File: src/rtl/chime_scheduler.sv
// Buzzer arbiter for the digital clock: hourly chime (N beeps) and a
// repeating alarm pattern share one registered buzzer output.
module chime_scheduler #(
  parameter int BEEP_ON     = 200,
  parameter int BEEP_GAP    = 300,
  parameter int ALM_ON      = 500,
  parameter int ALM_OFF     = 500,
  parameter int ALM_PERIODS = 60
) (
  input  logic       clk_1kHz,
  input  logic       rst,
  input  logic [3:0] h_cntH,
  input  logic [3:0] h_cntL,
  input  logic [3:0] m_cntH,
  input  logic [3:0] m_cntL,
  input  logic [3:0] s_cntH,
  input  logic [3:0] s_cntL,
  input  logic [3:0] al_hH,
  input  logic [3:0] al_hL,
  input  logic [3:0] al_mH,
  input  logic [3:0] al_mL,
  input  logic       chime_en,
  input  logic       alarm_en,
  input  logic       stop,
  output logic       buzzer,
  output logic       chime_act,
  output logic       alarm_act
);

  localparam logic [9:0] BEEP_END = 10'(BEEP_ON - 1);
  localparam logic [9:0] GAP_END  = 10'(BEEP_GAP - 1);
  localparam logic [9:0] AON_END  = 10'(ALM_ON - 1);
  localparam logic [9:0] AOFF_END = 10'(ALM_OFF - 1);
  localparam logic [5:0] PERIODS  = 6'(ALM_PERIODS);

  typedef enum logic [2:0] {stIdle, stChimeOn, stChimeGap, stAlmOn, stAlmOff} state_t;

  state_t     state;
  logic [9:0] ph;
  logic [3:0] beepCnt;
  logic [5:0] periodCnt;
  logic       valid;
  logic [3:0] prevSL;
  logic       newSec;
  logic       chimeReq;
  logic       alarmReq;
  logic [4:0] hourBin;
  logic [3:0] beepNum;

  assign newSec   = valid && (s_cntL != prevSL);
  assign chimeReq = chime_en && newSec && ({m_cntH, m_cntL} == 8'h00) && ({s_cntH, s_cntL} == 8'h00);
  assign alarmReq = alarm_en && newSec && ({h_cntH, h_cntL} == {al_hH, al_hL}) &&
                    ({m_cntH, m_cntL} == {al_mH, al_mL}) && ({s_cntH, s_cntL} == 8'h00);

  // 12-hour beep count: midnight rings 12, afternoon hours fold down by 12
  assign hourBin = 5'(h_cntH) * 5'd10 + 5'(h_cntL);
  always_comb begin
    beepNum = hourBin[3:0];
    if (hourBin == 5'd0)
      beepNum = 4'd12;
    else if (hourBin > 5'd12)
      beepNum = 4'(hourBin - 5'd12);
  end

  always_ff @(posedge clk_1kHz) begin
    prevSL <= s_cntL;
    if (rst) begin
      state     <= stIdle;
      ph        <= '0;
      beepCnt   <= '0;
      periodCnt <= '0;
      valid     <= 1'b0;
      buzzer    <= 1'b0;
      chime_act <= 1'b0;
      alarm_act <= 1'b0;
    end else begin
      valid <= 1'b1;
      ph    <= ph + 10'd1;
      case (state)
        stIdle: begin
          if (alarmReq) begin
            state     <= stAlmOn;
            ph        <= '0;
            periodCnt <= '0;
            alarm_act <= 1'b1;
            buzzer    <= 1'b0;
          end else if (chimeReq) begin
            state     <= stChimeOn;
            ph        <= '0;
            beepCnt   <= beepNum;
            chime_act <= 1'b1;
            buzzer    <= 1'b0;
          end
        end
        stChimeOn, stChimeGap: begin
          if (stop) begin
            state     <= stIdle;
            buzzer    <= 1'b0;
            chime_act <= 1'b0;
          end else if (alarmReq) begin
            // alarm pre-empts the chime; the remaining beeps are discarded
            state     <= stAlmOn;
            ph        <= '0;
            periodCnt <= '0;
            chime_act <= 1'b0;
            alarm_act <= 1'b1;
            buzzer    <= 1'b0;
          end else if (state == stChimeOn) begin
            if (ph == BEEP_END) begin
              buzzer  <= 1'b0;
              ph      <= '0;
              beepCnt <= beepCnt - 4'd1;
              if (beepCnt == 4'd1) begin
                state     <= stIdle;
                chime_act <= 1'b0;
              end else begin
                state <= stChimeGap;
              end
            end else begin
              buzzer <= ~buzzer;
            end
          end else if (ph == GAP_END) begin
            state <= stChimeOn;
            ph    <= '0;
          end
        end
        stAlmOn, stAlmOff: begin
          if (stop) begin
            state     <= stIdle;
            buzzer    <= 1'b0;
            alarm_act <= 1'b0;
          end else if (state == stAlmOn) begin
            if (ph == AON_END) begin
              state  <= stAlmOff;
              ph     <= '0;
              buzzer <= 1'b0;
            end else if (!ph[0]) begin
              buzzer <= ~buzzer;
            end
          end else if (ph == AOFF_END) begin
            ph        <= '0;
            periodCnt <= periodCnt + 6'd1;
            if (periodCnt + 6'd1 == PERIODS) begin
              state     <= stIdle;
              alarm_act <= 1'b0;
            end else begin
              state <= stAlmOn;
            end
          end
        end
        default: begin
          state     <= stIdle;
          buzzer    <= 1'b0;
          chime_act <= 1'b0;
          alarm_act <= 1'b0;
        end
      endcase
    end
  end

endmodule

File: config.mk
export PLATFORM = sky130hd
export DESIGN_NAME = chime_scheduler
export DESIGN_NICKNAME = d
export VERILOG_FILES = /design/src/rtl/chime_scheduler.sv
export SDC_FILE = /design/constraint.sdc
export NUM_CORES = 1
export LEC_CHECK = 0
export CELL_PAD_IN_SITES_DETAIL_PLACEMENT = 0
export CELL_PAD_IN_SITES_GLOBAL_PLACEMENT = 2
export CORE_MARGIN = 1.5
export CORE_UTILIZATION = 42
export CTS_BUF_LIST = sky130_fd_sc_hd__clkbuf_2
export DETAILED_ROUTE_END_ITERATION = 12
export DONT_BUFFER_PORTS = 1
export PLACE_DENSITY_LB_ADDON = 0.1
export SLEW_MARGIN = 40
export SYNTH_ARGS = -nofsm -noshare
export SYNTH_HDL_FRONTEND = slang
export SYNTH_SLANG_ARGS = --single-unit
File: constraint.sdc
create_clock -name clk_1kHz -period 4.2 [get_ports clk_1kHz]
set_input_delay 0.63 -clock clk_1kHz [delete_from_list [all_inputs] [get_ports clk_1kHz]]
set_output_delay 0.63 -clock clk_1kHz [all_outputs]
set_load 0.02 [all_outputs]
==> impl_metrics.tcl, run 1 <==
set metrics [dict create \
    ys_seq_elements 31 \
    status "finished clean" \
    rsz0062_at_grt "no" \
    dp_hpwl_um 4360 \
    tns_ns 0 \
    grt_overflow 0 \
    start_util_pct 44.0 \
    worst_pin_slew_ns 0.750 \
    worstSkewPairLatency_ns 0.37 \
    path_max_fanout 11 \
    final_cell_mix "dfxtp_1 (31), xnor2_1 (22), nand2_1 (19), a21oi_1 (16), nor2_1 (15)" \
    routed_wl_um 5750 \
    required_ns 4.48 \
    syn_inst 290 \
    syn_area_um2 2440 \
    hold_depth 0 \
    detail-route-antenna-nets 0 \
    via_per_inst 5.91 \
    cts_setup_buffers 0 \
    relSlewSlack_pct 49.8 \
    grt_util_all_layers_pct 19.5 \
    synthAdderAreaFrac_pct 5.95 \
    drive_gt1_share_pct 6.29 \
    synthTopCellsByArea "dfxtp_1 (25%), xnor2_1 (7.9%), ha_1 (5.1%), and2_1 (3.6%), a21oi_1 (3.3%)" \
    use_met3_pct 4.60 \
    yosysWarningCount 0 \
    yosys.area.top_type "dfxtp_1" \
    leakage_nw 0.889 \
    grt_pass1_vias 2010 \
    postCtsResizedCells 0 \
    r2r_cells 6 \
    cts.sinks 31 \
    powerDensity_nw_per_um2 212 \
    grtUsageMet2_pct 30.0 \
    die_h_um 79.2 \
    num_io_pins 48 \
    num_vias 2115 \
    hold_end "prevSL[1]" \
    hold_viol_final 0 \
    cts_hold_buffers 0 \
    grt-busiest-layer "met2" \
    layout.nets 342 \
    ir_worst_vdd_uv 99.4 \
    ys.flop_type "dfxtp_1" \
    clock_path_buffers 2 \
    io_buffers 0 \
    dieArea_um2 6280 \
    rows 27 \
    detail_route.wl_per_cell_um 16.1 \
    fin_worst_skew_ns 0.00575 \
    avgSynthCellArea_um2 8.41 \
    synthXorXnorAreaFrac_pct 11.1 \
    grt_util_met1_pct 27.0 \
    hold_class "primary input to register" \
    synth_top_area_share_pct 25.4 \
    syn-num-nets 346 \
    yosysUniqueCellTypes 66 \
    worstSetupEndpointType "register" \
    layout_min_cycle_time_ns 2.56 \
    async_reset_ff_share_pct 0 \
    die_w_um 79.2 \
    root_buffer "clkbuf_2" \
    multi_input_area_um2 1740 \
    drv_cap 0 \
    timing.rr.start "prevSL[3]" \
    layout_commonest_cell "dfxtp_1" \
    synth_edf_count 0 \
    drt-pass1-iter-count 4 \
    start_kind "primary input" \
    synth_top_family_by_area "simple AND/OR/NAND/NOR gates" \
    clk_pin_slew_ns 0.15 \
    drtIter0Drc 95 \
    muxShareOfSynthArea_pct 1.69 \
    antenna_found_initial 0 \
    min-delay-start "s_cntL[1]" \
    diodes 0 \
    grt_pass1_wl_um 9660 \
    core_area_um2 5540 \
    grt_max_degree 23 \
    max_freq_mhz 391 \
    htreeDepth 2 \
    synth-simple-area-share_pct 31.2 \
    regArea_um2 621 \
    fin_crit_sh_pct 60.9 \
    rrSetupSlack_ns 1.82 \
    cts_buffers 5 \
    drc 0 \
    r2r-end "state[2]" \
    placed_cells 351 \
    place.gp.congestion 0.779 \
    ys_seq_area_share_pct 25.4 \
    arrival_ns 2.83 \
    cts_tree "done" \
    n_fill_cell 595 \
    fin_cells 358 \
    synth_compound_area_share_pct 21.3 \
    setup_viol 0 \
    crit_type "primary input to register" \
    drv_slew 0 \
    syn_to_final_growth_pct 3.03 \
]
[how the worst max path moves through the flow]
| stage | to | slack (ns) | startpoint | depth (start not counted) |
|---|---|---|---|---|
| after global routing | state[2] | 1.52 | al_hL[0] | 6 |
| after detailed placement | state[2] | 1.26 | al_hL[0] | 6 |
| after CTS | state[2] | 1.66 | al_hL[0] | 6 |
| final | state[2] | 1.64 | al_hL[0] | 6 |
| after floorplan | beepCnt[3] | 1.71 | h_cntH[0] | 10 |
| after global placement | state[2] | 1.37 | al_hL[0] | 6 |
[flip-flops by register name, indices dropped and copies added, names as in the netlist]
name       cells
beepCnt        4
prevSL         4
alarm_act      1
buzzer         1
state          3
chime_act      1
ph            10
valid          1
periodCnt      6
[metrics by stage]
| step | worst slack [ns] | hold WS [ns] | instance area [um^2] | power (mW) | util (%) |
|---|---|---|---|---|---|
| floorplan | 1.71 | 0.426 | 2440 | 0.386 | - |
| global placement | 1.37 | 0.450 | 2480 | 0.398 | 44.8 |
| detailed placement | 1.26 | 0.452 | 2480 | 0.397 | 44.8 |
| CTS | 1.66 | 0.257 | 2510 | 0.538 | 45.4 |
| global route | 1.52 | 0.226 | 2510 | 0.564 | 45.4 |
| finish | 1.64 | 0.271 | 2510 | 0.532 | 45.4 |
[power by group]
part           leakage (nW)  switching, mW  internal, mW
Sequential            0.252        0.00342         0.299
Clock                0.0262          0.106        0.0351
Combinational         0.610         0.0455        0.0430
[cell usage after synthesis, drive strengths merged (4+ instances only)]
cell	count
a211oi	5
a21o	5
a21oi	17
a31oi	5
and2	14
and3	5
buf	4
clkbuf	8
dfxtp	31
ha	10
inv	5
nand2	19
nand2b	5
nand3	7
nand4	9
nand4b	4
nor2	15
nor2b	4
nor3	13
nor3b	8
nor4	6
o211ai	4
o21ai	7
o31ai	4
or2	5
xnor2	22
xor2	9
[area by class of cell]
class | count | share of cell area [%]
inverters | 6 | 0.896
clock inverters | 2 | 0.348
clock buffers | 5 | 0.996
multi-input cells | 241 | 69.2
well taps | 72 | 3.58
flip-flops and latches | 31 | 24.7
repair buffers | 1 | 0.299
[metal layers]
| metal | wire length [um] | vias to the layer above |
|---|---|---|
| li1 | - | 1068 |
| met1 | 2790 | 986 |
| met2 | 2620 | 54 |
| met3 | 268 | 7 |
| met4 | 72 | 0 |
| met5 | 0 | - |
[cell families (layout without fill, tap and decap cells)]
logic type,Yosys count,after routing
buffers and inverters,18,14
adder cells (fa/ha/maj),11,11
XOR/XNOR,31,31
AND/OR/NAND/NOR,128,128
AO/OA/AOI/OAI,67,67
multiplexers,4,4
flip-flops,31,31
[worst max-delay path, cell delays in order]
cell	delay, ns
xor2_1	0.16
nor3_1	0.36
nor3b_2	0.70
a211oi_2	0.25
a211oi_4	0.37
mux2_1	0.36
No activity file was read; power rests on OpenSTA's default activity.
==> inputs of run 2 (changes only) <==
--- a/config.mk
+++ b/config.mk
@@ -8,7 +8,7 @@
 export CELL_PAD_IN_SITES_DETAIL_PLACEMENT = 0
 export CELL_PAD_IN_SITES_GLOBAL_PLACEMENT = 2
 export CORE_MARGIN = 1.5
-export CORE_UTILIZATION = 42
+export CORE_UTILIZATION = 39
 export CTS_BUF_LIST = sky130_fd_sc_hd__clkbuf_2
 export DETAILED_ROUTE_END_ITERATION = 12
 export DONT_BUFFER_PORTS = 1
==> constraint.sdc (replaced) <==
create_clock -name clk_1kHz -period 2.5 [get_ports clk_1kHz]
set_input_delay 0.375 -clock clk_1kHz [delete_from_list [all_inputs] [get_ports clk_1kHz]]
set_output_delay 0.375 -clock clk_1kHz [all_outputs]
set_load 0.02 [all_outputs]
==> impl_metrics.tcl, run 2 (synthesis results as in run 1) <==
set metrics [dict create \
    leakage_nw 0.944 \
    start_util_pct 40.7 \
    p_total_mw 0.896 \
    syn_to_final_growth_pct 7.28 \
    max_stage_delay_ns 0.43 \
    timing.rr.start "ph[0]" \
    arrival_ns 2.49 \
    rows 28 \
    largest_reg_flops 10 \
    relSlewSlack_pct 65.1 \
    num_io_pins 48 \
    grt_pass1_vias 2094 \
    drv_slew 0 \
    regArea_um2 621 \
    drv_cap 0 \
    final_cell_mix "dfxtp_1 (31), xnor2_1 (22), nand2_1 (19), a21oi_1 (16), nor2_1 (15)" \
    r2r_cells 8 \
    worstSetupEndpointType "register" \
    io_buffers 0 \
    grt-busiest-layer "met2" \
    cts_buffers 5 \
    grt_max_degree 18 \
    r2r-end "periodCnt[4]" \
    hold_viol_final 0 \
    dieArea_um2 6740 \
    num_vias 2118 \
    grt_pass1_wl_um 10100 \
    powerDensity_nw_per_um2 342 \
    die_h_um 82.1 \
    layout.nets 354 \
    clk_pin_slew_ns 0.16 \
    rrSetupSlack_ns 0.29 \
    layout_min_cycle_time_ns 2.21 \
    ir_worst_vdd_uv 175 \
    utilization_pct 43.7 \
    status "finished clean" \
    use_met3_pct 4.07 \
    grt_util_met1_pct 25.6 \
    grt_overflow 0 \
    drive_gt1_share_pct 8.72 \
    multi_input_area_um2 1740 \
    diodes 0 \
    drtIter0Drc 89 \
    fin_area_um2 2620 \
    antenna_found_initial 0 \
    rsz0062_at_grt "no" \
    layout_commonest_cell "dfxtp_1" \
    detail-route-antenna-nets 0 \
    place.gp.congestion 0.777 \
    setup_viol 0 \
    fin_crit_sh_pct 88.5 \
    htreeDepth 2 \
    path_max_fanout 7 \
    n_fill_cell 619 \
    cts.sinks 31 \
    cts_tree "done" \
    routed_wl_um 5940 \
    reg.largest.list "ph: 10 flops, periodCnt: 6 flops" \
    max_freq_mhz 452 \
    grt_util_all_layers_pct 19.9 \
    drc 0 \
    placed_cells 362 \
    die_w_um 82.1 \
    drt-pass1-iter-count 4 \
    worst_pin_slew_ns 0.523 \
    via_per_inst 5.68 \
    detail_route.wl_per_cell_um 15.9 \
    worstSkewPairLatency_ns 0.37 \
    postCtsResizedCells 0 \
    hold_class "primary input to register" \
    start_kind "register" \
    worst-path-stages 8 \
    tns_ns 0 \
    required_ns 2.77 \
    core_area_um2 5990 \
    endpoint "periodCnt[4]" \
    cpMaxStageDelayCell "or3_1" \
    cp-startpoint "ph[0]" \
    regMostFlops "ph" \
    placedInstanceArea_um2 2540 \
    grtUsageMet2_pct 33.4 \
    crit_buf_inv 1 \
    path_cells "ha_1, nand4b_1, or3_1, buf_4, nor3b_1, a31oi_1, o211ai_1, a21oi_1" \
    fin_cells 373 \
    root_buffer "clkbuf_2" \
    clock_path_buffers 2 \
    fin_worst_skew_ns 0.0141 \
    path_delay_family "simple AND/OR/NAND/NOR gates" \
    crit_type "register to register" \
    dp_hpwl_um 4570 \
]
run 2: timing repair:
action / CTS / global route
setup buffers: 0 / 0
hold endpoints to repair: 4 / 0
hold buffers: 4 / 0
run 2: worst min-delay path by stage:
| stage | slack, ns | to | startpoint | cells past startpoint |
|---|---|---|---|---|
| finish | 0.06 | periodCnt[4] | rst | 1 |
| global route | 0.02 | periodCnt[0] | rst | 1 |
| CTS | 0.03 | beepCnt[2] | rst | 1 |
| detailed placement | 0.40 | prevSL[1] | s_cntL[1] | 0 |
| global placement | 0.40 | prevSL[0] | s_cntL[0] | 0 |
| floorplan | 0.40 | prevSL[0] | s_cntL[0] | 0 |
run 2: per-layer routing:
layer / routed length (um) / share of wire, %
met5: 0 / 0
met4: 53 / 0.89
met3: 169 / 2.8
met2: 2790 / 47
met1: 2920 / 49
run 2: where the power goes:
group	internal (mW)	total, mW	leakage [nW]	switching, mW
Combinational	0.0783	0.153	0.665	0.0752
Clock	0.0591	0.233	0.0262	0.174
Sequential	0.503	0.509	0.252	0.00617
Total	0.640	0.896	0.944	0.256
run 2: through the flow:
step                setup slack (ns)  hold WS (ns)
finish                         0.287        0.0568
global route                  0.0883        0.0207
CTS                            0.270        0.0275
detailed placement             0.124         0.403
global placement               0.157         0.403
floorplan                      0.270         0.403
run 2: final cells by class:
cell class / instances / share of cell area [%]
inverters: 6 / 0.860
repair buffers: 13 / 4.11
clock buffers: 5 / 0.956
flip-flops and latches: 31 / 23.7
multi-input cells: 241 / 66.4
clock inverters: 2 / 0.335
well taps: 75 / 3.59
